===== src/rtl/node_sched_rr_pkg.sv =====
// Package shared by the round-robin node scheduler.
// Contents:
//   - default parameter values (requester count, data width, watchdog limits)
//   - scheduler FSM state encoding
//   - idx_width(): width of a requester index, at least one bit
package node_sched_rr_pkg;

  localparam int DEF_N_REQ     = 4;
  localparam int DEF_W         = 16;
  localparam int DEF_LAUNCH_TO = 8;
  localparam int DEF_RUN_TO    = 65535;

  // ST_ABORT is only ever occupied for one cycle, on the way back to IDLE.
  typedef enum logic [2:0] {
    ST_IDLE      = 3'd0,
    ST_LAUNCH    = 3'd1,
    ST_WAIT_BUSY = 3'd2,
    ST_WAIT_RDY  = 3'd3,
    ST_RETIRE    = 3'd4,
    ST_ABORT     = 3'd5
  } state_t;

  function automatic int idx_width(input int n);
    return (n > 1) ? $clog2(n) : 1;
  endfunction

endpackage


===== src/rtl/node_sched_rr_if.sv =====
// Interface bundling the requester side and the node side of the scheduler.
//   req      level request per requester
//   in0_bus  operand 0, requester i at [i*W +: W]
//   in1_bus  operand 1 (iteration count), same packing
//   gnt      one-hot owner of the node for the whole job
//   done     one-cycle pulse, res valid for that requester
//   err      one-cycle pulse, job aborted by the watchdog
//   res      result of the last completed job
//   busy     scheduler not idle
//   node_st  start level to the node
//   node_in0 latched operand 0 to the node
//   node_in1 latched operand 1 to the node
//   node_rd  node ready (1 = idle / result valid)
//   node_res node result
// Modports: slave = the scheduler, master = whatever drives requests and
// models the node.
interface node_sched_rr_if
  import node_sched_rr_pkg::*;
#(
  parameter int N_REQ = DEF_N_REQ,
  parameter int W     = DEF_W
) ();

  logic [N_REQ-1:0]   req;
  logic [N_REQ*W-1:0] in0_bus;
  logic [N_REQ*W-1:0] in1_bus;
  logic [N_REQ-1:0]   gnt;
  logic [N_REQ-1:0]   done;
  logic [N_REQ-1:0]   err;
  logic [W-1:0]       res;
  logic               busy;
  logic               node_st;
  logic [W-1:0]       node_in0;
  logic [W-1:0]       node_in1;
  logic               node_rd;
  logic [W-1:0]       node_res;

  modport slave (
    input  req, in0_bus, in1_bus, node_rd, node_res,
    output gnt, done, err, res, busy, node_st, node_in0, node_in1
  );

  modport master (
    output req, in0_bus, in1_bus, node_rd, node_res,
    input  gnt, done, err, res, busy, node_st, node_in0, node_in1
  );

endinterface


===== src/rtl/node_sched_rr_rr_pick.sv =====
// Combinational round-robin picker.
// Searches req starting at index ptr and wrapping, and returns the first
// requester found.
//   req       request vector
//   ptr       highest-priority index for this pick
//   pick_oh   one-hot of the chosen requester (all zero when none)
//   pick_idx  index of the chosen requester (zero when none)
//   any       at least one request present
module rr_pick
  import node_sched_rr_pkg::*;
#(
  parameter int N_REQ = DEF_N_REQ,
  localparam int IDX_W = idx_width(N_REQ)
) (
  input  logic [N_REQ-1:0] req,
  input  logic [IDX_W-1:0] ptr,
  output logic [N_REQ-1:0] pick_oh,
  output logic [IDX_W-1:0] pick_idx,
  output logic             any
);

  logic [IDX_W-1:0] cand;

  // NOTE: every variable driven here gets a default before the loop, so no
  // path through the block leaves it unassigned and no latch is inferred.
  always_comb begin
    pick_oh  = '0;
    pick_idx = '0;
    any      = 1'b0;
    cand     = '0;
    for (int i = 0; i < N_REQ; i++) begin
      cand = IDX_W'((int'(ptr) + i) % N_REQ);
      if (!any && req[cand]) begin
        any           = 1'b1;
        pick_idx      = cand;
        pick_oh[cand] = 1'b1;
      end
    end
  end

endmodule


===== src/rtl/node_sched_rr.sv =====
// Round-robin scheduler that shares one recursion node (ST/RD/RES/IN0/IN1
// handshake) among N_REQ requesters.
// Ports:
//   clk    rising-edge clock
//   rst_n  asynchronous active-low reset; a job in flight is dropped silently
//   bus    node_sched_rr_if.slave (requests, operands, grant/done/err,
//          result, busy flag, node start/operands/ready/result)
// Job sequence: IDLE -> LAUNCH -> WAIT_BUSY -> WAIT_RDY -> RETIRE -> IDLE.
// A watchdog that expires diverts the job through ABORT instead of RETIRE.
//   - IDLE grants only when the node reports ready. It latches the winner's
//     operands and raises node_st on that same edge.
//   - LAUNCH holds node_st high until node_rd falls. If LAUNCH_TO cycles pass
//     without the fall, the job aborts.
//   - WAIT_BUSY is a single settling cycle that clears the watchdog.
//   - WAIT_RDY waits for node_rd to rise. If RUN_TO cycles pass without the
//     rise, the job aborts.
//   - RETIRE and ABORT each pulse done or err for one cycle, drop gnt and move
//     the pointer one past the served requester.
// Latency from a seen request to node_st high is one cycle. Latency from the
// node_rd rise to done is two cycles.
module node_sched_rr
  import node_sched_rr_pkg::*;
#(
  parameter int N_REQ     = DEF_N_REQ,
  parameter int W         = DEF_W,
  parameter int LAUNCH_TO = DEF_LAUNCH_TO,
  parameter int RUN_TO    = DEF_RUN_TO
) (
  input logic            clk,
  input logic            rst_n,
  node_sched_rr_if.slave bus
);

  localparam int IDX_W = idx_width(N_REQ);
  // Both watchdogs share one counter. The counter starts at zero, so the
  // last allowed value is the limit minus one.
  localparam logic [W-1:0] LAUNCH_LAST = W'(LAUNCH_TO - 1);
  localparam logic [W-1:0] RUN_LAST    = W'(RUN_TO - 1);

  state_t           state;
  logic [IDX_W-1:0] ptr;
  logic [IDX_W-1:0] gnt_idx;
  logic [IDX_W-1:0] ptr_next;
  logic [W-1:0]     wdog;
  logic             rd_q;
  logic             rd_fall;
  logic             rd_rise;
  logic [N_REQ-1:0] pick_oh;
  logic [IDX_W-1:0] pick_idx;
  logic             pick_any;

  rr_pick #(
    .N_REQ(N_REQ)
  ) u_pick (
    .req     (bus.req),
    .ptr     (ptr),
    .pick_oh (pick_oh),
    .pick_idx(pick_idx),
    .any     (pick_any)
  );

  // Edges are judged against the value registered on the previous cycle.
  // The node's RD line is assumed to be synchronous to clk.
  assign rd_fall = rd_q & ~bus.node_rd;
  assign rd_rise = ~rd_q & bus.node_rd;

  assign ptr_next = (gnt_idx == IDX_W'(N_REQ - 1)) ? '0 : gnt_idx + IDX_W'(1);

  // NOTE: all state in this block is assigned with non-blocking (<=) so
  // every register samples the pre-edge value of every other one, which is
  // what the hardware does.
  always_ff @(posedge clk or negedge rst_n) begin
    if (!rst_n) begin
      state        <= ST_IDLE;
      ptr          <= '0;
      gnt_idx      <= '0;
      wdog         <= '0;
      rd_q         <= 1'b1;
      bus.gnt      <= '0;
      bus.done     <= '0;
      bus.err      <= '0;
      bus.res      <= '0;
      bus.busy     <= 1'b0;
      bus.node_st  <= 1'b0;
      bus.node_in0 <= '0;
      bus.node_in1 <= '0;
    end else begin
      rd_q     <= bus.node_rd;
      // done/err are pulses: cleared every cycle unless retiring below.
      bus.done <= '0;
      bus.err  <= '0;

      case (state)
        ST_IDLE: begin
          // The node must be idle before it is started. node_st is low
          // throughout IDLE, so the node's starter re-arms between jobs.
          if (pick_any && bus.node_rd) begin
            state        <= ST_LAUNCH;
            bus.gnt      <= pick_oh;
            gnt_idx      <= pick_idx;
            bus.node_in0 <= bus.in0_bus[int'(pick_idx) * W +: W];
            bus.node_in1 <= bus.in1_bus[int'(pick_idx) * W +: W];
            bus.node_st  <= 1'b1;
            bus.busy     <= 1'b1;
            wdog         <= '0;
          end
        end

        ST_LAUNCH: begin
          // The node's starter is level-sensitive, so node_st stays high
          // until the node acknowledges by dropping RD.
          if (rd_fall) begin
            bus.node_st <= 1'b0;
            state       <= ST_WAIT_BUSY;
          end else if (wdog == LAUNCH_LAST) begin
            bus.node_st <= 1'b0;
            state       <= ST_ABORT;
          end else begin
            wdog <= wdog + W'(1);
          end
        end

        ST_WAIT_BUSY: begin
          wdog  <= '0;
          state <= ST_WAIT_RDY;
        end

        ST_WAIT_RDY: begin
          // If the rise lands on the final watchdog cycle, the rise wins.
          if (rd_rise) begin
            bus.res <= bus.node_res;
            state   <= ST_RETIRE;
          end else if (wdog == RUN_LAST) begin
            state <= ST_ABORT;
          end else begin
            wdog <= wdog + W'(1);
          end
        end

        ST_RETIRE, ST_ABORT: begin
          // gnt is one-hot, so copying it yields a one-hot done/err pulse.
          // An aborted job leaves res untouched.
          if (state == ST_ABORT) begin
            bus.err <= bus.gnt;
          end else begin
            bus.done <= bus.gnt;
          end
          bus.gnt     <= '0;
          bus.node_st <= 1'b0;
          bus.busy    <= 1'b0;
          ptr         <= ptr_next;
          state       <= ST_IDLE;
        end

        default: begin
          bus.gnt     <= '0;
          bus.node_st <= 1'b0;
          bus.busy    <= 1'b0;
          state       <= ST_IDLE;
        end
      endcase
    end
  end

endmodule


===== src/flat_wrapper.sv =====
// flat-port wrapper written by rule: the top's interface ports become plain ports
module node_sched_rr_flat import node_sched_rr_pkg::*;
#(
  parameter int N_REQ     = DEF_N_REQ,
  parameter int W         = DEF_W,
  parameter int LAUNCH_TO = DEF_LAUNCH_TO,
  parameter int RUN_TO    = DEF_RUN_TO
)
  (clk, rst_n, bus_req, bus_in0_bus, bus_in1_bus, bus_node_rd, bus_node_res, bus_gnt, bus_done, bus_err, bus_res, bus_busy, bus_node_st, bus_node_in0, bus_node_in1);
  node_sched_rr_if #(.N_REQ(N_REQ), .W(W)) bus_i ();
  input logic clk;
  input logic rst_n;
  input wire logic [$bits(bus_i.req)-1:0] bus_req;
  input wire logic [$bits(bus_i.in0_bus)-1:0] bus_in0_bus;
  input wire logic [$bits(bus_i.in1_bus)-1:0] bus_in1_bus;
  input wire logic [$bits(bus_i.node_rd)-1:0] bus_node_rd;
  input wire logic [$bits(bus_i.node_res)-1:0] bus_node_res;
  output wire logic [$bits(bus_i.gnt)-1:0] bus_gnt;
  output wire logic [$bits(bus_i.done)-1:0] bus_done;
  output wire logic [$bits(bus_i.err)-1:0] bus_err;
  output wire logic [$bits(bus_i.res)-1:0] bus_res;
  output wire logic [$bits(bus_i.busy)-1:0] bus_busy;
  output wire logic [$bits(bus_i.node_st)-1:0] bus_node_st;
  output wire logic [$bits(bus_i.node_in0)-1:0] bus_node_in0;
  output wire logic [$bits(bus_i.node_in1)-1:0] bus_node_in1;
  assign bus_i.req = bus_req;
  assign bus_i.in0_bus = bus_in0_bus;
  assign bus_i.in1_bus = bus_in1_bus;
  assign bus_i.node_rd = bus_node_rd;
  assign bus_i.node_res = bus_node_res;
  assign bus_gnt = bus_i.gnt;
  assign bus_done = bus_i.done;
  assign bus_err = bus_i.err;
  assign bus_res = bus_i.res;
  assign bus_busy = bus_i.busy;
  assign bus_node_st = bus_i.node_st;
  assign bus_node_in0 = bus_i.node_in0;
  assign bus_node_in1 = bus_i.node_in1;
  node_sched_rr #(.N_REQ(N_REQ), .W(W), .LAUNCH_TO(LAUNCH_TO), .RUN_TO(RUN_TO)) u_core (.clk(clk), .rst_n(rst_n), .bus(bus_i));
endmodule

===== config.mk =====
export PLATFORM = sky130hd
export DESIGN_NAME = node_sched_rr_flat
export DESIGN_NICKNAME = d
export VERILOG_FILES = /design/src/rtl/node_sched_rr_pkg.sv /design/src/rtl/node_sched_rr_if.sv /design/src/rtl/node_sched_rr_rr_pick.sv /design/src/rtl/node_sched_rr.sv /design/src/flat_wrapper.sv
export SDC_FILE = /design/constraint.sdc
export NUM_CORES = 1
export LEC_CHECK = 0
export ABC_AREA = 1
export CORE_MARGIN = 5
export CORE_UTILIZATION = 35
export CTS_CLUSTER_DIAMETER = 120
export DETAILED_ROUTE_END_ITERATION = 10
export PLACE_DENSITY = 0.69
export SLEW_MARGIN = 20
export SYNTH_ARGS = -nofsm -noshare
export SYNTH_HDL_FRONTEND = slang
export SYNTH_SLANG_ARGS = --single-unit

===== constraint.sdc =====
create_clock -name clk -period 2.43 [get_ports clk]
set_input_delay 0.486 -clock clk [delete_from_list [all_inputs] [get_ports clk]]
set_output_delay 0.486 -clock clk [all_outputs]
set_load 0.02 [all_outputs]

Yosys cells after proc, flatten, opt, wreduce, memory -nomap -nowiden
Cells that the tools add are included.

Register bits after elaboration: 86. Bits of input ports: 151. Logic and storage cells: 126.

$add $sub $neg: 5. $lt $le $gt $ge: 8. Equality and inequality tests: 15. Shifts and indexed selects: 2. Mux-type cells: 52. Bitwise operators: 9. Reductions and logical operators: 22.

Operators by type and width (count): 64-bit by 7-bit variable part select with 16-bit output (2); 16-bit 2-to-1 mux (5); 16-bit case mux with 4 select lines (1); 4-bit 2-to-1 mux (9); 16-bit by 1-bit adder with 16-bit output, second input constant (1); 16-bit == test, second input constant (1); 16-bit by 3-bit == test with 1-bit output, second input constant (1); 1-bit 2-to-1 mux (15); 3-bit 2-to-1 mux (5); 2-bit by 3-bit < comparator with 1-bit output, second input constant (4); 4-bit bitwise OR (3); 3-bit case mux with 4 select lines (1); 2-bit 2-to-1 mux (5); 1-bit binary-select mux with 2-bit select (4); 1-bit demux with 2-bit select (4); 2-bit by 1-bit greater-or-equal comparator with 1-bit output, second input constant (4); 1-bit logical AND (8); 2-bit inequality test, second input constant (4); 4-bit case mux with 2 select lines (1); 3-bit by 2-bit == test with 1-bit output, second input constant (2); 3-bit == test, second input constant (2); 3-bit by 1-bit inequality test with 1-bit output, second input constant (2); 2-bit AND reduction (3); 3-bit AND reduction (2); other kinds (15) (24).

Depth between registers and ports, before layout
Depth after elaboration: 15. Mapped depth: 17. Gate-level depth less buffers: 15.

By module
From an unflattened synthesis, not the netlist that was laid out.

Cell total of the unflattened synthesis: 673. Area total of the unflattened synthesis: 5028.6 um2.

Modules (own cells, without submodules): node_sched_rr (times used 1, cells an instance 599, area each 4588.2 um2); rr_pick (times used 1, cells an instance 74, area each 440.4 um2).

Worst setup path before layout
OpenSTA, ideal clock, no wires.

Kind: reg2reg. Start: register u_core.ptr[0]. End: register u_core.bus.node_in0[0]. Setup time: 0.117 ns. Arrival: 2.109 ns. Data required time: 2.313 ns. Slack: 0.205 ns. Stages on the path, launching flop included: 17. Buffers on the path: 3. Clock period less this slack: 2.225 ns. Path through: dfrtp_1 > buf_6 > inv_6 > ha_1 > inv_1 > nand3_1 > nand2_2 > a21oi_1 > nand2_2 > nand3_2 > buf_6 > buf_6 > nand2_1 > nand3_1 > nand2_1 > nand2_1 > nand2_1.

Cells in the longest elaborated chain, start to end: 14. Elaborated cells on any way between the ends: 28. Classes of those cells: add/sub: 3; shift: 1; mux: 16; reduce/logical: 8.

Ends and longest elaborated chain: start, declared (line node_sched_rr.sv:41) `logic [IDX_W-1:0] ptr;`; start signal, assigned (line node_sched_rr.sv:151) `ptr <= ptr_next;`; parallel branches: the longest is 14 deep, another holds 2-bit by 1-bit adder with 2-bit output; end signal, assigned (line node_sched_rr.sv:101) `bus.node_in0 <= bus.in0_bus[int'(pick_idx) * W +: W];`; end, declared (line node_sched_rr_if.sv:40) `output gnt, done, err, res, busy, node_st, node_in0, node_in1`.

Parallel ways; which one is timed is not known. The select of a mux whose other input is x is not followed. A chain may end at the register's enable or synchronous reset.

Worst setup path in the final report
Start: register u_core.ptr[0]. End: register u_core.bus.node_in1[8].

Cells in the longest elaborated chain, start to end: 14. Elaborated cells on any way between the ends: 28. Classes of those cells: add/sub: 3; shift: 1; mux: 16; reduce/logical: 8.

Ends and longest elaborated chain: parallel branches: the longest is 14 deep, another holds 2-bit by 1-bit adder with 2-bit output; end signal, assigned (line node_sched_rr.sv:102) `bus.node_in1 <= bus.in1_bus[int'(pick_idx) * W +: W];`; end, declared (line node_sched_rr_if.sv:40).

Parallel ways; which one is timed is not known. The select of a mux whose other input is x is not followed.

==> qor.csv <==
stage,metric,value,unit
yosys,"top cells by count, synth","nand2_1 (312), inv_1 (161), nand3_1 (89), dfrtp_1 (85), nand4_1 (66)",
die,Die X,140,um
worst_setup_path,Worst Setup Start Kind,flip-flop,
worst_setup_path,crit path max fanout,27,
run_status,run status,completed,
sta,Final Hold Vio Count,0,
global_routing,vias in the first global route,6229,
yosys,post-synth cell types,36,
yosys,asr flop ratio synth,1.00,
power_and_ir_drop,P_leak,4.46,nW
worst_setup_path,slowest CP cell,dfrtp_1,
die,Die Area,19700,um^2
yosys,most common cell in the netlist,nand2_1,
detailed_routing,Initial DRC Count,291,
layout,Multi-input gate area,2920,um^2
yosys,"Seq/Total Area, Yosys",0.362,
worst_setup_path,CP required,2.67,ns
layout,Final Non-Filler Cells,1337,
worst_setup_path,max incr delay on CP,0.42,ns
yosys,number of synthesized flops with an enable pin,0,
layout,layout cells sized above 1,0.0716,
global_routing,first-pass GRT wire length,31700,um
yosys,post-synth top area cell,dfrtp_1,
clocking,TritonCTS buffer count,9,
placement,port buffer count,212,
die,Rows,47,
sta,RSZ-0062 raised after global routing,false,
yosys,average size of a mapped cell,6.54,um^2
layout,area grow syn2layout,47.3,%
yosys,largest cells by area after synthesis,"dfrtp_1 (36%), nand2_1 (20%), inv_1 (10%), nand3_1 (7.5%), nand4_1 (6.9%)",
yosys,gate count of the mapped netlist,910,
die,core area,16600,um^2
yosys,synthesis-stage register bit count,86,
clocking,clock root buffer,clkbuf_16,
worst_setup_path,arrival time worst endpoint,2.48,ns
layout,final core occ,0.527,
clocking,Resize count post-CTS,0,
worst_hold_path,worst hold path class,in -> async,
sta,crit path time final,2.24,ns
sta,final setup violation count,0,
clocking,Clock Pin Slew Worst Setup and Hold Paths,0.07,ns
detailed_routing,vias per cell,4.74,
clocking,maximum clock path buffer count,2,
yosys,yosys warns,0,
sta,setup ws final,0.186,ns
worst_setup_path,"most used cell, CP",nand2_1,
die,Die Y,140,um
clocking,H-tree Lvls,3,
yosys,Synth Flop Type,dfrtp_1,
sta,count of final max-slew check failures,0,
detailed_routing,DR pass1 iterations,5,
global_routing,Overflow after GRT,0,
worst_setup_path,crit-path cells,inv_6 -> ha_2 -> inv_1 -> nand3_1 -> nand2_2 -> inv_2 -> o21ai_2 -> nand2_2 -> nand3_4 -> buf_12 -> nand2_1 -> nand3_1 -> nand2_1 -> nand2_1 -> nand2_1,
sta,Achievable Freq,0.446,GHz
die,Initial Utilization,0.357,
clocking,"Hold-fix buffers, CTS",0,
global_routing,initial antenna violation count,0,
global_routing,pin count of the biggest net entering global routing,63,
clocking,post-CTS setup buffer count,0,
detailed_routing,# DRC,0,
yosys,Yosys top cell area share,0.358,
placement,Placer Congestion,0.905,
yosys,Mapped Nets,1072,
die,Top Ports,213,
layout,Final Net Count,1274,
sta,Final Cycle Share,0.923,
worst_setup_path,Setup Crit Path Kind,reg -> reg,
job,Max-Cap Viols,0,
power_and_ir_drop,VDD IR max,0.851,mV
placement,worst slack at placement,-0.0183,ns
global_routing,Tot GR Track Use,0.196,
layout,register area,2150,um^2
clocking,CTS Sinks,86,
worst_setup_path,Critical Path Sink Type,flip-flop,
detailed_routing,vias after detailed routing,6341,
power_and_ir_drop,Power Density,1300,nW/um^2
placement,DPL Wire Length,14200,um
detailed_routing,Routed WL per cell,14.4,um
clocking,clk_lat worst skew,0.35,ns
sta,hold_ws,0.124,ns
power_and_ir_drop,Pwr Total,11.4,mW
detailed_routing,antenna-violating nets left,0,
sta,final clock skew,0.00954,ns
clocking,CTS tree,done,
sta,Slew @ Worst Pin,0.558,ns
layout,ant diodes,0,
placement,Inst Count DP,1320,
yosys,post-synthesis cell area,5950,um^2
detailed_routing,Total Wirelength,19300,um
layout,filler cell count in the final layout,1629,
sta,Slew headroom,0.628,
==> path summary, 6_finish.rpt <==
kind / start / endpoint / slack, ns / depth (start not counted)
worst min-delay path: rst_n / u_core.bus.err[1] / 0.12 / 1
max in group asynchronous: rst_n / u_core.gnt_idx[0] / 1.59 / 2
worst min register to register: u_core.bus.res[9] / u_core.bus.res[9] / 0.47 / 2
worst max register to register: u_core.ptr[0] / u_core.bus.node_in1[8] / 0.19 / 15
min in group clk: u_core.bus.res[9] / u_core.bus.res[9] / 0.47 / 2
worst max-delay path: u_core.ptr[0] / u_core.bus.node_in1[8] / 0.19 / 15
==> layout by cell type, fill, tap and decap left out, drive strengths merged <==
| cell type | instances |
|---|---|
| or3b | 1 |
| xor2 | 8 |
| bufinv | 2 |
| clkbuf | 10 |
| a31oi | 1 |
| o211ai | 2 |
| nand2 | 318 |
| buf | 27 |
| a21oi | 12 |
| nor4 | 5 |
| o2111a | 1 |
| o31ai | 1 |
| nand3 | 90 |
| or2 | 13 |
| o21ai | 26 |
| nand4 | 67 |
| nor2 | 32 |
| o22ai | 4 |
| inv | 170 |
| xnor2 | 3 |
| dfrtp | 85 |
| clkinv | 2 |
| dfstp | 1 |
| nor3 | 12 |
| ha | 11 |
| clkinvlp | 2 |
| clkdlybuf4s50 | 211 |
==> metrics by stage <==
| step | TNS (ns) | instance area [um^2] |
|---|---|---|
| 2_1_floorplan | 0 | 5950 |
| 3_3_place_gp | -0.0207 | 8400 |
| 3_5_place_dp | -0.0605 | 8400 |
| 4_1_cts | 0 | 8730 |
| 5_1_grt | 0 | 8760 |
| 6_report | 0 | 8760 |
==> power by group <==
group / switching [mW] / internal [mW]
registers: 0.354 / 1.93
clock network: 0.615 / 0.905
logic: 4.54 / 3.06
total: 5.51 / 5.90
==> cell families after synthesis <==
family,synth area share
AO/OA/AOI/OAI,0.0435
AND/OR/NAND/NOR,0.405
adder cells (fa/ha/maj),0.0231
flip-flops,0.362
buffers and inverters,0.150
XOR/XNOR,0.0162
==> layer usage <==
metal	track usage	vias to the layer above	wire length [um]
met5	0	-	0
met2	0.329	210	9210
met3	0.0658	29	1750
met4	0.0648	0	433
met1	0.235	2859	7870
li1	-	3243	-
==> state kept, by name (all words and copies together), names as in the netlist, 2 cells and up <==
signal               cells
u_core.bus.done          4
u_core.bus.err           4
u_core.bus.gnt           4
u_core.bus.node_in0     16
u_core.bus.node_in1     16
u_core.bus.res          16
u_core.gnt_idx           2
u_core.ptr               2
u_core.state             3
u_core.wdog             16
==> final cells by class <==
| type | instances | share of cell area |
|---|---|---|
| inverters | 169 | 0.0732 |
| well taps | 220 | 0.0314 |
| flip-flops and latches | 86 | 0.246 |
| clock buffers | 9 | 0.0257 |
| repair buffers | 239 | 0.280 |
| clock inverters | 7 | 0.0111 |
| multi-input cells | 607 | 0.333 |
==> worst max-delay path: cells and delay by family (launching register included) <==
family                     cells  cell delay [ns]
AOI/OAI and AO/OA              1             0.12
adders and majority gates      1             0.31
buffers and inverters          4             0.42
DFF                            1             0.42
and+or+nand+nor                9             0.84
No activity file was read; power rests on OpenSTA's default activity.
==> RTL change: new RTL, same settings <==
Reset style: synchronous (`rst_n`), changed in one clocked block. Comments in the files are not updated.
--- a/src/rtl/node_sched_rr.sv
+++ b/src/rtl/node_sched_rr.sv
@@ -69,7 +69,7 @@
   // NOTE: all state in this block is assigned with non-blocking (<=) so
   // every register samples the pre-edge value of every other one, which is
   // what the hardware does.
-  always_ff @(posedge clk or negedge rst_n) begin
+  always_ff @(posedge clk) begin
     if (!rst_n) begin
       state        <= ST_IDLE;
       ptr          <= '0;
Formal check against the unedited RTL: differs if rst_n is asserted again (counterexample within 4 cycles, from zero or initial values and one cycle with rst_n low); with rst_n held inactive, the same outputs for 4 cycles.
==> RTL change against the original RTL <==
Sequential cell count unchanged; wire length down 8.5%; highest routed layer unchanged; critical path type unchanged; area after synthesis down 11%; worst setup slack better by 0.044 ns; design area down 7.4%; non-clock buffer count up 8.
Power is not compared: it rests on default switching activity, and its combinational part moved more than twofold at a synthesized area within 25%.
==> RTL change: results (changes against the original RTL) <==
met1_usage_pct: 22.84  # -0.65 points
seq_share_pct: 21.21  # -3.4 points
synthMuxAreaShare_pct: 0  # unchanged
synth-xor-area-share_pct: 1.976  # +0.36 points
wl_met1_mm: 7.137  # -9.4%
r2r_start: "u_core.ptr[0]$_SDFFE_PN0N_"
final_area_mm2: 0.008118  # -7.4%
wl_met3_mm: 1.497  # -14%
viasPerCell: 4.759  # +0.34%
syn_inst: 821  # -9.8%
cp.arrival_ns: 2.44  # -0.04 ns
track_usage_pct: 19.50  # -0.059 points
instances_no_fill: 1231  # -7.9%
clk_pin_slew_ns: 0.06
buffers: 247  # +3.3%
clockBufferCount: 10  # +1
drive_gt1_share_pct: 7.478  # +0.32 points
max_stage_delay_ns: 0.34  # -0.08 ns
fill_cells: 1472  # -9.6%
reg2reg_to: "u_core.bus.node_in1[0]$_SDFFE_PN0P_"
async_reset_ff_share_pct: 0  # -100 points
buf_share_pct: 30.76  # +2.8 points
drtIter0Drc: 331  # +14%
fin_skew_ns: 0.008625  # -0.0009173 ns
multi_input_cells: 600  # -1.2%
clk_share_pct: 3.391  # -0.29 points
synth_seq_area_share_pct: 32.37  # -3.8 points
yosys-top-cells-count: "nand2_1, nand3_1, nor2_1, dfxtp_1, inv_1"
synth-warning-count: 0  # unchanged
wl_met2_mm: 8.657  # -6.0%
slowest_stage: "dfxtp_1"
gp_congestion: 0.9161  # +1.2%
dp_slack_ns: -0.05758  # -0.03932 ns
synth.area.top_cells: "dfxtp_1, nand2_1, nand3_1, nor2_1, inv_1"
cp_max_fo: 19  # -30%
dpl_cell_area_mm2: 0.007809  # -7.1%
grt_util_met2_pct: 33.55  # +0.64 points
r2r_slack_ns: 0.23  # +0.04 ns
synth_fa_ha_area_share_pct: 2.588  # +0.27 points
wl_per_cell_um: 14.32  # -0.60%
hold-path-endpoint: "u_core.bus.err[1]$_SDFF_PN0_"
grt_pass1_vias: 5639  # -9.5%
antenna_found_initial: 0  # unchanged
reg2reg_depth: 17  # +2
htree_levels: 3  # unchanged
dp.cells: 1214  # -8.0%
synth_compound_area_share_pct: 11.86  # +7.5 points
worst_pin_slew_ns: 0.5448  # -0.01306 ns
die-area_mm2: 0.01776  # -9.9%
multi_input_area_share_pct: 37.33  # +4.0 points
grtUsageMet3_pct: 7.213  # +0.63 points
synth.distinct_cells: 35  # -2.8%
seq_cells: 86  # unchanged
grt_max_degree: 40  # -37%
outcome: "complete, no violations"
synth_fp_nets: 983  # -8.3%
min_path_type: "reg2reg"
drtPass1Iterations: 5  # unchanged
whs_ns: 0.4785  # +0.3544 ns
## RTL change: worst reg2reg max path: stages, from the launching register on
cell and delay, ns:
dfxtp_1 0.34, inv_2 0.04, ha_2 0.32, inv_1 0.10, nand3_1 0.11, nand2_2 0.11, inv_2 0.06, nor2_4 0.10
nand2_1 0.09, nand2_1 0.11, nand2_4 0.08, nand2_4 0.14, clkbuf_16 0.21, nand2_1 0.06, nand3_1 0.06, nand3_1 0.08
nand2_1 0.06, inv_1 0.04
## RTL change: where the power goes
part           leakage (nW)  internal [mW]  switching, mW  total [mW]
logic                  2.61          0.997           1.20        2.19
clock network         0.129          0.701          0.611        1.31
registers             0.702           1.54         0.0831        1.63
## RTL change: worst max-delay path by stage
stage                                           from  slack (ns)  depth (start not counted)                                    to
final                     u_core.ptr[0]$_SDFFE_PN0N_        0.23                         17   u_core.bus.node_in1[0]$_SDFFE_PN0P_
after global placement                    bus_req[3]       -0.02                         15   u_core.bus.node_in1[8]$_SDFFE_PN0P_
after CTS                 u_core.ptr[0]$_SDFFE_PN0N_        0.15                         13   u_core.bus.node_in1[8]$_SDFFE_PN0P_
after floorplan           u_core.ptr[0]$_SDFFE_PN0N_        0.06                         18  u_core.bus.node_in0[15]$_SDFFE_PN0P_
after global routing      u_core.ptr[0]$_SDFFE_PN0N_        0.01                         17  u_core.bus.node_in0[13]$_SDFFE_PN0P_
after detailed placement                  bus_req[2]       -0.06                         15   u_core.bus.node_in1[8]$_SDFFE_PN0P_
## RTL change: cell families after synthesis
| group | Yosys count |
|---|---|
| AOI/OAI and AO/OA | 108 |
| xor gates and xnor gates | 12 |
| adders and majority gates | 11 |
| buffers and inverters | 135 |
| DFF | 86 |
| and+or+nand+nor | 469 |
